[src/rtl/instruction_fetch_pkg.sv]
// Shared pipeline definitions for the LEGv8 instruction fetch stage:
// fetch FSM encoding, datapath widths and small PC/counter helpers.
package instruction_fetch_pkg;

    localparam int INSTR_W = 32;
    localparam int ADDR_W  = 64;
    localparam logic [INSTR_W-1:0] NOP_INSTR = 32'h0000_0000;

    typedef enum logic [1:0] {
        ST_REQ  = 2'b00,
        ST_WAIT = 2'b01,
        ST_HOLD = 2'b10
    } fetch_state_t;

    // Instruction fetches are always word aligned; low address bits are dropped.
    function automatic logic [ADDR_W-1:0] word_align(input logic [ADDR_W-1:0] addr);
        return {addr[ADDR_W-1:2], 2'b00};
    endfunction

    function automatic logic [31:0] sat_add32(input logic [31:0] value, input logic [1:0] inc);
        logic [32:0] sum;
        sum = {1'b0, value} + {31'd0, inc};
        return sum[32] ? 32'hFFFF_FFFF : sum[31:0];
    endfunction

endpackage

[src/rtl/instruction_fetch_pc_reg.sv]
// Program counter of the fetch stage: PC register, sequential adder and
// redirect mux, with a redirect taking priority over sequential advance.
module if_pc_reg
    import instruction_fetch_pkg::*;
#(
    parameter logic [ADDR_W-1:0] RESET_PC = 64'h0,
    parameter int                PC_STEP  = 4
) (
    input  logic              clk,
    input  logic              reset,
    input  logic              pc_src,
    input  logic              advance,
    input  logic [ADDR_W-1:0] branch_target,
    output logic [ADDR_W-1:0] pc
);

    logic [ADDR_W-1:0] pc_r;
    logic [ADDR_W-1:0] pc_next_s;

    // Next-PC selection: redirect, then sequential step, else hold.
    always_comb begin
        pc_next_s = pc_r;
        if (pc_src) begin
            pc_next_s = word_align(branch_target);
        end else if (advance) begin
            pc_next_s = pc_r + 64'(PC_STEP);
        end else begin
            pc_next_s = pc_r;
        end
    end

    // PC register.
    always_ff @(posedge clk or posedge reset) begin
        if (reset) begin
            pc_r <= RESET_PC;
        end else begin
            pc_r <= pc_next_s;
        end
    end

    assign pc = pc_r;

endmodule

[src/rtl/instruction_fetch.sv]
// IF stage: req/ack fetch FSM, decode-side output register and redirect squash.
// Optional performance counters are built when IF_PERF_CNT_EN is defined.
module instruction_fetch
    import instruction_fetch_pkg::*;
#(
    parameter logic [ADDR_W-1:0] RESET_PC = 64'h0,
    parameter int                PC_STEP  = 4
) (
    input  logic               clk,
    input  logic               reset,
    input  logic               pc_src,
    input  logic [ADDR_W-1:0]  branch_target,
    input  logic               stall,
    output logic               imem_req,
    output logic [ADDR_W-1:0]  imem_addr,
    input  logic               imem_ack,
    input  logic [INSTR_W-1:0] imem_rdata,
    output logic               if_valid,
    output logic [ADDR_W-1:0]  if_pc,
    output logic [INSTR_W-1:0] if_instr
`ifdef IF_PERF_CNT_EN
    ,
    output logic [31:0]        fetch_count,
    output logic [31:0]        squash_count
`endif
);

    fetch_state_t       state_r;
    logic               squash_r;
    logic               imem_req_r;
    logic [ADDR_W-1:0]  imem_addr_r;
    logic               if_valid_r;
    logic [ADDR_W-1:0]  if_pc_r;
    logic [INSTR_W-1:0] if_instr_r;
    logic [ADDR_W-1:0]  pc_s;
    logic               advance_s;

    // A fetch retires (and the PC steps) only on an ack that is neither
    // stale from an earlier redirect nor overtaken by one this cycle.
    always_comb begin
        advance_s = 1'b0;
        if ((state_r == ST_WAIT) && imem_ack && !squash_r && !pc_src) begin
            advance_s = 1'b1;
        end else begin
            advance_s = 1'b0;
        end
    end

    if_pc_reg #(
        .RESET_PC (RESET_PC),
        .PC_STEP  (PC_STEP)
    ) u_pc_reg (
        .clk           (clk),
        .reset         (reset),
        .pc_src        (pc_src),
        .advance       (advance_s),
        .branch_target (branch_target),
        .pc            (pc_s)
    );

    // Fetch FSM with registered memory request and decode outputs.
    always_ff @(posedge clk or posedge reset) begin
        if (reset) begin
            state_r     <= ST_REQ;
            squash_r    <= 1'b0;
            imem_req_r  <= 1'b0;
            imem_addr_r <= RESET_PC;
            if_valid_r  <= 1'b0;
            if_pc_r     <= 64'h0;
            if_instr_r  <= NOP_INSTR;
        end else begin
            if (if_valid_r && !stall) begin
                if_valid_r <= 1'b0;
            end
            if (pc_src) begin
                if_valid_r <= 1'b0;
                case (state_r)
                    ST_WAIT: begin
                        if (imem_ack) begin
                            squash_r   <= 1'b0;
                            imem_req_r <= 1'b0;
                            state_r    <= ST_REQ;
                        end else begin
                            // Request stays on the bus; its data is dropped later.
                            squash_r   <= 1'b1;
                            state_r    <= ST_WAIT;
                        end
                    end
                    default: begin
                        imem_req_r <= 1'b0;
                        state_r    <= ST_REQ;
                    end
                endcase
            end else begin
                case (state_r)
                    ST_REQ: begin
                        imem_req_r  <= 1'b1;
                        imem_addr_r <= pc_s;
                        state_r     <= ST_WAIT;
                    end
                    ST_WAIT: begin
                        if (imem_ack) begin
                            imem_req_r <= 1'b0;
                            if (squash_r) begin
                                squash_r <= 1'b0;
                                state_r  <= ST_REQ;
                            end else begin
                                if_valid_r <= 1'b1;
                                if_pc_r    <= pc_s;
                                if_instr_r <= imem_rdata;
                                state_r    <= stall ? ST_HOLD : ST_REQ;
                            end
                        end
                    end
                    ST_HOLD: begin
                        imem_req_r <= 1'b0;
                        if (!stall) begin
                            state_r <= ST_REQ;
                        end
                    end
                    default: begin
                        imem_req_r <= 1'b0;
                        squash_r   <= 1'b0;
                        state_r    <= ST_REQ;
                    end
                endcase
            end
        end
    end

    assign imem_req  = imem_req_r;
    assign imem_addr = imem_addr_r;
    assign if_valid  = if_valid_r;
    assign if_pc     = if_pc_r;
    assign if_instr  = if_instr_r;

`ifdef IF_PERF_CNT_EN
    logic [31:0] fetch_cnt_r;
    logic [31:0] squash_cnt_r;
    logic [1:0]  squash_inc_s;

    // A dropped ack and a squashed presented instruction can coincide.
    always_comb begin
        squash_inc_s = 2'd0;
        if ((state_r == ST_WAIT) && imem_ack && (squash_r || pc_src)) begin
            squash_inc_s = 2'd1;
        end else begin
            squash_inc_s = 2'd0;
        end
        if (pc_src && if_valid_r) begin
            squash_inc_s = squash_inc_s + 2'd1;
        end else begin
            squash_inc_s = squash_inc_s;
        end
    end

    // Saturating fetch/squash event counters.
    always_ff @(posedge clk or posedge reset) begin
        if (reset) begin
            fetch_cnt_r  <= 32'd0;
            squash_cnt_r <= 32'd0;
        end else begin
            fetch_cnt_r  <= sat_add32(fetch_cnt_r, {1'b0, advance_s});
            squash_cnt_r <= sat_add32(squash_cnt_r, squash_inc_s);
        end
    end

    assign fetch_count  = fetch_cnt_r;
    assign squash_count = squash_cnt_r;
`endif

endmodule
[config.mk]
export PLATFORM = sky130hd
export DESIGN_NAME = instruction_fetch
export DESIGN_NICKNAME = d
export VERILOG_FILES = /design/src/rtl/instruction_fetch_pkg.sv /design/src/rtl/instruction_fetch_pc_reg.sv /design/src/rtl/instruction_fetch.sv
export SDC_FILE = /design/constraint.sdc
export NUM_CORES = 1
export LEC_CHECK = 0
export CAP_MARGIN = 20
export CORE_UTILIZATION = 44
export CTS_CLUSTER_SIZE = 40
export DETAILED_ROUTE_END_ITERATION = 8
export PLACE_DENSITY = 0.85
export SLEW_MARGIN = 20
export SYNTH_ARGS = -nofsm -noshare
export SYNTH_HDL_FRONTEND = slang
export SYNTH_SLANG_ARGS = --single-unit
export TNS_END_PERCENT = 20
[constraint.sdc]
create_clock -name clk -period 7 [get_ports clk]
set_input_delay 1.4 -clock clk [delete_from_list [all_inputs] [get_ports clk]]
set_output_delay 1.4 -clock clk [all_outputs]
set_load 0.005 [all_outputs]
**Yosys cells after proc, flatten, opt, wreduce, memory -nomap -nowiden**

Cells that the tools add are included.

- Reductions and logical operators: 14
- Add/sub/neg operators: 1
- Equal/unequal tests: 6
- Muxes and demuxes: 25
- Bitwise gates (word level): 2

Operators with widths:

| cell | number |
|---|---|
| 64-bit two-way mux | 2 |
| 64-bit by 3-bit adder with 64-bit output, second input constant | 1 |
| 1-bit two-way mux | 14 |
| 2-bit two-way mux | 6 |
| 3-bit != test, second input constant | 2 |
| 2-bit one-hot mux with 3 select lines | 1 |
| 1-bit logical AND | 4 |
| 2-bit by 1-bit != test with 1-bit output, second input constant | 2 |
| 1-bit one-hot mux with 2 select lines | 2 |
| 2-bit AND reduction | 2 |
| 4-bit AND reduction | 1 |
| 1-bit logical NOT | 3 |
| 3-bit AND reduction | 1 |
| 2-bit by 1-bit equality test with 1-bit output, second input constant | 1 |
| 2-bit equality test, second input constant | 1 |
| 2-bit logical NOT | 1 |
| 1-bit inverter | 2 |
| 2-bit nonzero test | 1 |
| 2-bit OR reduction | 1 |

- Bits in registers: 229
- Bits of input ports: 101

**Longest topological paths before layout**

- Depth after elaboration: 7
- Mapped depth: 7
- Mapped depth without buffers: 5

**Modules after synthesis**

A second synthesis with hierarchy kept.

- Cells, all modules: 775
- Area total of the unflattened synthesis: 10,356.2 µm²

By module, submodules not included:

| module | times used | cells an instance | seq. area each (µm²) | area an instance (µm²) |
|---|---|---|---|---|
| instruction_fetch | 1 | 359 | 4,129.0 | 6,608.8 |
| if_pc_reg | 1 | 416 | 1,551.5 | 3,747.3 |

**Worst setup path before layout**

No wires, ideal clock.

- Path kind: input to register
- From: input port pc_src
- To: register imem_addr_r[10], in the netlist imem_addr[10]
- Arrival time: 2.768 ns
- Stages: 4
- Setup slack: 4.108 ns
- Cell sequence: clkbuf_1 -> nor3_1 -> buf_2 -> mux2_2

- Word-level cells in the longest chain between the ends: 2

Ends and longest elaborated chain:

| element | line | source |
|---|---|---|
| from (decl) | instruction_fetch.sv:11 | `input logic pc_src,` |
| 1-bit inverter (no line) | -- |  |
| 2-bit AND reduction (no line) | -- |  |
| to (signal assigned) | instruction_fetch.sv:98 | `imem_addr_r <= pc_s;` |
| to (decl) | instruction_fetch.sv:31 | `logic [ADDR_W-1:0] imem_addr_r;` |

Every way passes these cells.
A chain may end at the register's enable or synchronous reset.

**Final worst setup path**

- From: input port imem_ack
- To: register u_pc_reg.pc_r[61], in the netlist u_pc_reg.pc[61]

- Word-level cells in the longest chain between the ends: 5

Ends and longest elaborated chain:

| element | line | source |
|---|---|---|
| from (decl) | instruction_fetch.sv:16 | `input logic imem_ack,` |
| 1-bit logical AND (3 in series) | instruction_fetch.sv:42 | `if ((state_r == ST_WAIT) && imem_ack && !squash_r && !pc_src) begin` |
| 1-bit two-way mux | instruction_fetch.sv:42 |  |
| 2-bit nonzero test (no line) | -- |  |
| to (signal assigned) | instruction_fetch_pc_reg.sv:37 | `pc_r <= pc_next_s;` |
| to (decl) | instruction_fetch_pc_reg.sv:17 | `logic [ADDR_W-1:0] pc_r;` |

Every way passes these cells.

==> impl_metrics.csv <==
group,metric,value,unit
global_route,grt_overflow,0,
logic_synthesis,netlist.area_leader.share,0.558,
logic_synthesis,synth_seq_cells,223,
logic_synthesis,syn_inst,810,
floorplanning,num_rows,54,
sta,setup_repair_after_global_routing_missed_its_margin,"false",
clock_network,cts_setup_buffers,0,
floorplanning,num_io_pins,263,
clock_network,max-clock-path-buffers,3,
setup_path,r2r-start,"state_r[1]$_DFFE_PP0P_",
power_and_ir_drop,total_leakage_power,5.46,nW
floorplanning,initial_util,0.454,
global_route,grt_start_max_net_pins,118,
global_route,track_usage,0.215,
clock_network,clock_latency,0.51,ns
flow_run,timing.max_cap.violations,0,
setup_path,timing.setup.critical_path_class,"input port to flip-flop",
power_and_ir_drop,ir_drop,0.262,mV
logic_synthesis,synth-seq-area-share,0.558,
floorplanning,die_w,153,microns
cells_and_area,area_growth_syn_to_layout,35.3,%
route,routedWlPerCell,18.3,microns
sta,worst_pin_slew,1.03,ns
setup_path,timing.critical_path.from_type,"input port",
route,wl,24700,microns
min_path,min-delay-path-class,"flip-flop to flip-flop",
clock_network,ctsResizeCount,0,
cells_and_area,post-route-cell-area,13500,sq um
sta,post-route-period-util,0.579,
route,first_iter_violations,380,
setup_path,worst_r2r_path_cells,5,
place,place_hpwl,17000,microns
logic_synthesis,warnings_from_yosys,0,
sta,finalWorstPathRequiredPeriod,4.05,ns
setup_path,cp-end-kind,"flip-flop",
sta,fin_tns_setup,0,ns
global_route,grt_antenna_before_repair,0,
cells_and_area,layout.cells.most_common,"clkdlybuf4s50_1",
setup_path,worst-r2r-setup-slack,3.85,ns
clock_network,postCtsHoldBufs,0,
logic_synthesis,synth_async_sr_flop_share,1.00,
sta,slew_headroom,0.307,
route,drc_errors,17,
min_path,hp-start,"imem_req$_DFF_PP0_",
floorplanning,die_area,23300,sq um
clock_network,h-tree-depth,1,
logic_synthesis,synth_area,9990,sq um
cells_and_area,diodes,0,
route,drt_pre_antenna_iters,6,
run_status,violations_in_the_final_reports,"design-rule violations",
setup_path,cp_max_fo,17,
floorplanning,core,22000,sq um
logic_synthesis,synthesis.area_per_instance,12.3,sq um
run_status,run_status,"finished, violations left",
place,placer_congestion,0.788,
sta,fin_skew,0.00700,ns
sta,maxClockFrequency,247,MHz
clock_network,tritoncts,"built",
logic_synthesis,dominantRegCellSynth,"dfrtp_1",
cells_and_area,finish.net_count,1151,
clock_network,cts.sink_count,223,
logic_synthesis,synthDistinctLibCells,58,
cells_and_area,count_of_filler_cells_inserted_in_the_layout,1694,
min_path,hold_end,"imem_req$_DFF_PP0_",
sta,timing.final.max_slew_violations,0,
setup_path,critical_path_required,7.39,ns
logic_synthesis,number_of_enable_type_register_cells_in_the_synthesized_netlist,0,
clock_network,clkSlewWorstSetupHoldPaths,0.06,ns
logic_synthesis,synth_largest_area_cell,"dfrtp_1",
route,num_vias,7251,
logic_synthesis,synth_top_cells_by_area,"dfrtp_1 (56%), mux2_2 (18%), nand2_1 (2.4%)",
min_path,whs_path_depth,1,
route,routed_via_density,5.38,
route,ant_nets,0,
place,placed_area,12700,sq um
setup_path,critPathArrivalTime,4.44,ns
sta,finalSetupViolations,0,
sta,setup_ws,2.95,ns
global_route,vias_in_the_first_global_route,7476,
global_route,first_pass_grt_wire_length,40600,microns
cells_and_area,mostFrequentLayoutCells,"clkdlybuf4s50_1 (255), dfrtp_1 (223), mux2_2 (158), nand2_1 (63), o21ai_0 (36)",
clock_network,master_cell_of_the_clock_root_buffer,"clkbuf_16",
floorplanning,dieHeight,153,microns
sta,timing.final.hold_violations,0,
place,post-place-ws,2.40,ns
setup_path,worst_r2r_endpoint,"u_pc_reg.pc[61]$_DFFE_PP0P_",
clock_network,cts_made_buffers,25,
cells_and_area,drive_gt1_frac,0.218,
power_and_ir_drop,power_density,367,nW/um^2
place,total_of_buffers_placed_on_input_and_output_ports,256,
synth_stat cells, types with 9 or more instances:
master    number
a31oi_1       10
and4_1        12
buf_2         22
clkbuf_1      17
dfrtp_1      223
inv_1         15
mux2_2       158
mux2i_1        9
nand2_1       63
nand3_1       32
nand4_1       22
nor2_1        22
nor3_1        16
o21ai_0       36
xnor2_1       23
xor2_1        12
power by group:
part	switching (mW)	internal [mW]	leakage [nW]
Clock	0.517	0.762	0.403
Combinational	0.492	1.14	2.43
Sequential	0.293	1.75	2.63
Total	1.30	3.66	5.46
metal layers:
| metal | track usage | share of wire | up-vias |
|---|---|---|---|
| met5 | 0 | 0 | - |
| li1 | - | - | 3376 |
| met3 | 0.0498 | 0.070 | 33 |
| met2 | 0.365 | 0.50 | 212 |
| met4 | 0.0544 | 0.016 | 0 |
| met1 | 0.277 | 0.42 | 3630 |
critical path: stages:
cell,delay [ns]
clkdlybuf4s50_1,0.53
and4bb_4,0.40
nand3_1,0.49
nor4_4,1.04
a41oi_1,0.22
o31a_1,0.32
area by class of cell:
type | count | area (sq um) | share of cell area
Clock buffer | 32 | 682 | 0.0504
Clock inverter | 13 | 125 | 0.00925
Inverter | 15 | 60.1 | 0.00444
Multi-Input combinational cell | 521 | 4090 | 0.303
Sequential cell | 223 | 5580 | 0.413
Tap cell | 280 | 350 | 0.0259
Timing Repair Buffer | 263 | 2630 | 0.194
worst max path at each step:
stage                         from                          end  slack [ns]
after global placement    imem_ack  u_pc_reg.pc[61]$_DFFE_PP0P_        2.51
after CTS                 imem_ack  u_pc_reg.pc[61]$_DFFE_PP0P_        2.93
after detailed placement  imem_ack  u_pc_reg.pc[61]$_DFFE_PP0P_        2.40
final                     imem_ack  u_pc_reg.pc[61]$_DFFE_PP0P_        2.95
after global routing      imem_ack  u_pc_reg.pc[59]$_DFFE_PP0P_        2.74
after floorplan              reset      if_instr[0]$_DFFE_PP0P_        2.69
kinds of logic (layout without fill, tap and decap cells):
kind of cell               count (synthesis)  count (layout)  share of synthesized area
AOI/OAI and AO/OA                         83              83                     0.0541
buffers and inverters                     69             323                     0.0341
and+or+nand+nor                          231             231                      0.134
DFF                                      223             223                      0.558
other                                      1               4                   0.000375
xor gates and xnor gates                  35              35                     0.0307
muxes                                    167             167                      0.187
adders and majority gates                  1               1                    0.00125
stage by stage:
stage	cells	hold slack (ns)	utilization	total power, mW
after global routing	1347	0.512	0.614	5.21
after floorplan	813	0.481	-	2.63
after CTS	1347	0.494	0.614	5.01
after detailed placement	1302	0.479	0.577	3.71
final	1347	0.488	0.614	4.96
after global placement	1302	0.475	0.577	3.63
(Power assumes the default switching activity.)
==> patch 1 (config.mk and constraints unchanged) <==
The option `IF_PERF_CNT_EN` is turned on by a define.
--- a/src/rtl/instruction_fetch.sv
+++ b/src/rtl/instruction_fetch.sv
@@ -1,5 +1,7 @@
 // IF stage: req/ack fetch FSM, decode-side output register and redirect squash.
 // Optional performance counters are built when IF_PERF_CNT_EN is defined.
+`define IF_PERF_CNT_EN
+
 module instruction_fetch
     import instruction_fetch_pkg::*;
 #(
Formal check against the unedited RTL (old outputs only; new: fetch_count and squash_count): equivalent (Yosys induction, for registers that start in step).
==> patch 1 against the original RTL <==
  * The flow now finishes without violations
  * Clock power rose by 29%
  * Maximum frequency fell by 21%
  * Utilization fell by 0.49 points
  * Setup slack got worse by 1.1 ns
  * Routed wire length rose by 52%
  * Sequential cell count rose by 64
  * Design area rose by 30%
  * Synthesized cell count rose by 61%
  * Die area rose by 29%
  * Critical path depth rose by 5
  * Synthesized area rose by 29%
  * Total power rose by 18%
  * Critical path type unchanged
  * Critical endpoint is now fetch_count[5]
==> patch 1: results (changes against the original RTL) <==
| Metric | Value |
|---|---|
| Final #Nets | 1717 (was 1151) |
| Worst Reg-to-Reg Cells | 10 (was 5) |
| Comb group | 1.72 mW (was 1.63 mW) |
| FFs w/ async S/R, synth | 1.00 (unchanged) |
| PwrDens | 333 nW/um2 (was 367 nW/um2) |
| Pleak | 7.87 nW (was 5.46 nW) |
| First DRT Iteration DRCs | 686 (was 380) |
| Top area cells in the synthesized netlist | dfrtp_1 (56%), nand2_1 (12%), mux2_2 (6.3%) (was dfrtp_1 (56%), mux2_2 (18%), nand2_1 (2.4%)) |
| CP Capture Point | fetch_count[5] (was u_pc_reg.pc[61]) |
| Clock latency at the later pin of the worst-skew pair | 0.57 ns (was 0.51 ns) |
| Largest net degree at the start of global routing | 200 (was 118) |
| Hpwl dp | 25700 um (was 17000 um) |
| Share of layout cells above drive strength 1 | 0.0944 (was 0.218) |
| Final Wtd Congestion | 0.805 (was 0.788) |
| Launch point of the worst path | imem_ack (unchanged) |
| Fin crit period | 5.13 ns (was 4.05 ns) |
| DR vias/cell | 5.42 (was 5.38) |
| # fillers | 2281 (was 1694) |
| Slew HR | 0.314 (was 0.307) |
| Count of cell types in the netlist | 63 (was 58) |
| Register area share after synthesis | 0.556 (was 0.558) |
| Clock slew at reported path FFs | 0.06 ns (about the same) |
| Port Buf Inserts | 320 (was 256) |
| Vias in the first global route | 11000 (was 7476) |
| Flop pwr share | 0.423 (was 0.413) |
| Worst Path Arrival | 5.48 ns (was 4.44 ns) |
| First-pass DRT Iterations | 5 (was 6) |
| Post-DP Area | 16500 um2 (was 12700 um2) |
| Fin cells | 2015 (was 1347) |
| Total CTS buffers | 31 (was 25) |
| Syn Inst Count | 1303 (was 810) |
| Psw | 1.66 mW (was 1.30 mW) |
| Drt total wl | 37600 um (was 24700 um) |
| Crit Path Max Fanout | 44 (was 17) |
| Outcome | finished, final reports clean (was finished, violations left) |
| Slowest CP cell | nand2b_1 (was nor4_4) |
| GRT Util Overall | 0.246 (was 0.215) |
| First-pass GRT wire length | 59500 um (was 40600 um) |
| Post-synth top cells | nand2_1 (406), dfrtp_1 (287), mux2_2 (72), xor2_1 (59), o21ai_0 (58) (was dfrtp_1 (223), mux2_2 (158), nand2_1 (63), o21ai_0 (36), nand3_1 (32)) |
| Worst-case vdd ir drop | 0.229 mV (was 0.262 mV) |
| Setup Skew | 0.0334 ns (was 0.00700 ns) |
| Crit path largest cell delay | 0.80 ns (was 1.04 ns) |
| Register-to-register setup slack | 2.75 ns (was 3.85 ns) |
## patch 1: cell types whose count changed in the layout (fill, tap and decap cells not counted), moves of 19 or more
cell	change
mux2_2	-86
xor2_1	+47
nand3_1	+19
o21ai_0	+22
clkdlybuf4s50_1	+64
nand2_1	+343
nand4_1	+30
nor2_1	+20
dfrtp_1	+64
## patch 1: worst min-delay path by stage
stage | from | end | slack (ns) | cells past startpoint
detailed placement | if_pc[41] | if_pc[41] | 0.46 | 2
global placement | if_instr[31] | if_instr[31] | 0.46 | 2
CTS | if_instr[24] | if_instr[24] | 0.48 | 2
global route | if_pc[27] | if_pc[27] | 0.50 | 2
finish | if_instr[24] | if_instr[24] | 0.47 | 2
floorplan | if_instr[0] | if_instr[0] | 0.47 | 2
## patch 1: cell type report
class / instances / area share
clock inverters: 13 / 0.00871
multi-input cells: 941 / 0.311
inverters: 15 / 0.00350
flip-flops and latches: 287 / 0.410
clock buffers: 42 / 0.0500
repair buffers: 333 / 0.190
well taps: 384 / 0.0274
## patch 1: per-layer routing
metal / track usage / vias up / share of wire
li1: - / 5050 / -
met1: 0.316 / 5370 / 0.41
met2: 0.408 / 391 / 0.48
met3: 0.0496 / 106 / 0.063
met4: 0.103 / 0 / 0.040
met5: 0 / - / 0
## patch 1: tightest hold or removal path, cell delays in order, from the launching register on
cell	delay, ns
dfrtp_1	0.34
nand2_1	0.05
nand2_1	0.05
## patch 1: cell families after synthesis
kind of cell,Yosys count,synth area share
AO/OA/AOI/OAI,106,0.0495
XOR/XNOR,78,0.0529
adder cells (fa/ha/maj),7,0.00736
buffers and inverters,78,0.0253
flip-flops,287,0.556
multiplexers,74,0.0643
other,1,0.000290
AND/OR/NAND/NOR,672,0.245
==> patch 2 (same flow settings) <==
Made on the original files. Encoding of `fetch_state_t`: now one-hot (3 bits for 3 states).
--- a/src/rtl/instruction_fetch_pkg.sv
+++ b/src/rtl/instruction_fetch_pkg.sv
@@ -6,10 +6,10 @@
     localparam int ADDR_W  = 64;
     localparam logic [INSTR_W-1:0] NOP_INSTR = 32'h0000_0000;
 
-    typedef enum logic [1:0] {
-        ST_REQ  = 2'b00,
-        ST_WAIT = 2'b01,
-        ST_HOLD = 2'b10
+    typedef enum logic [2:0] {
+        ST_REQ  = 3'b001,
+        ST_WAIT = 3'b010,
+        ST_HOLD = 3'b100
     } fetch_state_t;
 
     // Instruction fetches are always word aligned; low address bits are dropped.
Function: same outputs for any inputs over 4 cycles, from zero or initial values and one cycle with reset high; so few cycles prove little.
==> patch 2 against the original RTL <==
  * Design area up 1.2%
  * Setup slack worse by 0.14 ns
  * Synthesized area up 1.9%
  * Utilization down 0.96 points
  * First-iteration DRC count up 21%
  * Routed wire length up 9.9%
  * Total power up 3.7%
  * Sequential cell count up 1
  * Largest cell class unchanged
  * Highest routed layer unchanged
==> patch 2: results (changes against the original RTL) <==
| Metric | Value |
|---|---|
| M1 wire length | 11200 um (was 10300 um) |
| Clock buf/inv share | 0.0588 (was 0.0597) |
| Share of layout cells above drive strength 1 | 0.151 (was 0.218) |
| Met2 Usage GRT | 0.396 (was 0.365) |
| First-pass GRT wire length | 43500 um (was 40600 um) |
| Fin Hold WS | 0.486 ns (was 0.488 ns) |
| Net Sw Frac | 0.276 (was 0.263) |
| # fillers | 1757 (was 1694) |
| Final Cycle Share | 0.598 (was 0.579) |
| Drt total wl | 27100 um (was 24700 um) |
| Outcome | finished, final reports clean (was finished, violations left) |
| Clk_buf instances | 36 (was 32) |
| Register-to-register setup slack | 4.02 ns (was 3.85 ns) |
| # clock sinks | 224 (was 223) |
| Hold path startpoint | if_pc[23] (was imem_req) |
| Post-synth top cells | dfrtp_1 (223), mux2_2 (108), nand2_1 (79), mux2_1 (41), clkbuf_1 (40) (was dfrtp_1 (223), mux2_2 (158), nand2_1 (63), o21ai_0 (36), nand3_1 (32)) |
| Hpwl dp | 18500 um (was 17000 um) |
| Final Wtd Congestion | 0.781 (was 0.788) |
| Inverters, non-clock | 11 (was 15) |
| Routed wire per std cell | 19.3 um (was 18.3 um) |
| Count of cell types in the netlist | 61 (was 58) |
| First DRT Iteration DRCs | 459 (was 380) |
| Final #Nets | 1206 (was 1151) |
| DP Cell Count | 1362 (was 1302) |
| Multi-input logic area | 4250 um2 (was 4090 um2) |
| First-pass DRT Iterations | 7 (was 6) |
| Top area cells in the synthesized netlist | dfrtp_1 (55%), mux2_2 (12%), mux2_1 (4.5%) (was dfrtp_1 (56%), mux2_2 (18%), nand2_1 (2.4%)) |
| Crit path largest cell delay | 0.89 ns (was 1.04 ns) |
| GR Util met1 | 0.285 (was 0.277) |
| Metal2 WL | 13300 um (was 12300 um) |
| Post-Synth Adder-Cell Area | 0.00123 (was 0.00125) |
| Setup Skew | 0.0210 ns (was 0.00700 ns) |
| Syn Inst Count | 874 (was 810) |
| Register area share after synthesis | 0.550 (was 0.558) |
| Compound-Gate Fraction of Synth Area | 0.0596 (was 0.0541) |
| Worst-case vdd ir drop | 0.256 mV (was 0.262 mV) |
==> patch 2: cell types whose count changed after synthesis, moves of 16 or more <==
cell	unedited run	this run
mux2_2	158	108
mux2_1	0	41
clkbuf_1	17	40
nand4_1	22	39
nand2_1	63	79
==> patch 2: power groups by stage <==
stage,logic (mW),registers (mW),clock network (mW)
2_1_floorplan,0.660,2.08,0
3_3_place_gp,1.70,2.09,0
3_5_place_dp,1.76,2.12,0
4_1_cts,1.77,2.11,1.31
5_1_grt,1.88,2.17,1.37
6_report,1.75,2.11,1.29
==> patch 2: worst max-delay path by stage <==
stage               startpoint     endpoint  depth (start not counted)
CTS                     pc_src    if_pc[50]                          5
global route            pc_src    if_pc[50]                          5
finish                  pc_src    if_pc[63]                          5
floorplan                reset  if_instr[0]                          1
global placement        pc_src    if_pc[42]                          5
detailed placement      pc_src    if_pc[62]                          5
==> patch 2: worst max-delay path, delay by kind of cell <==
kind	cells	cell delay (ns)
muxes	1	0.41
buffers and inverters	3	1.80
and+or+nand+nor	1	0.89
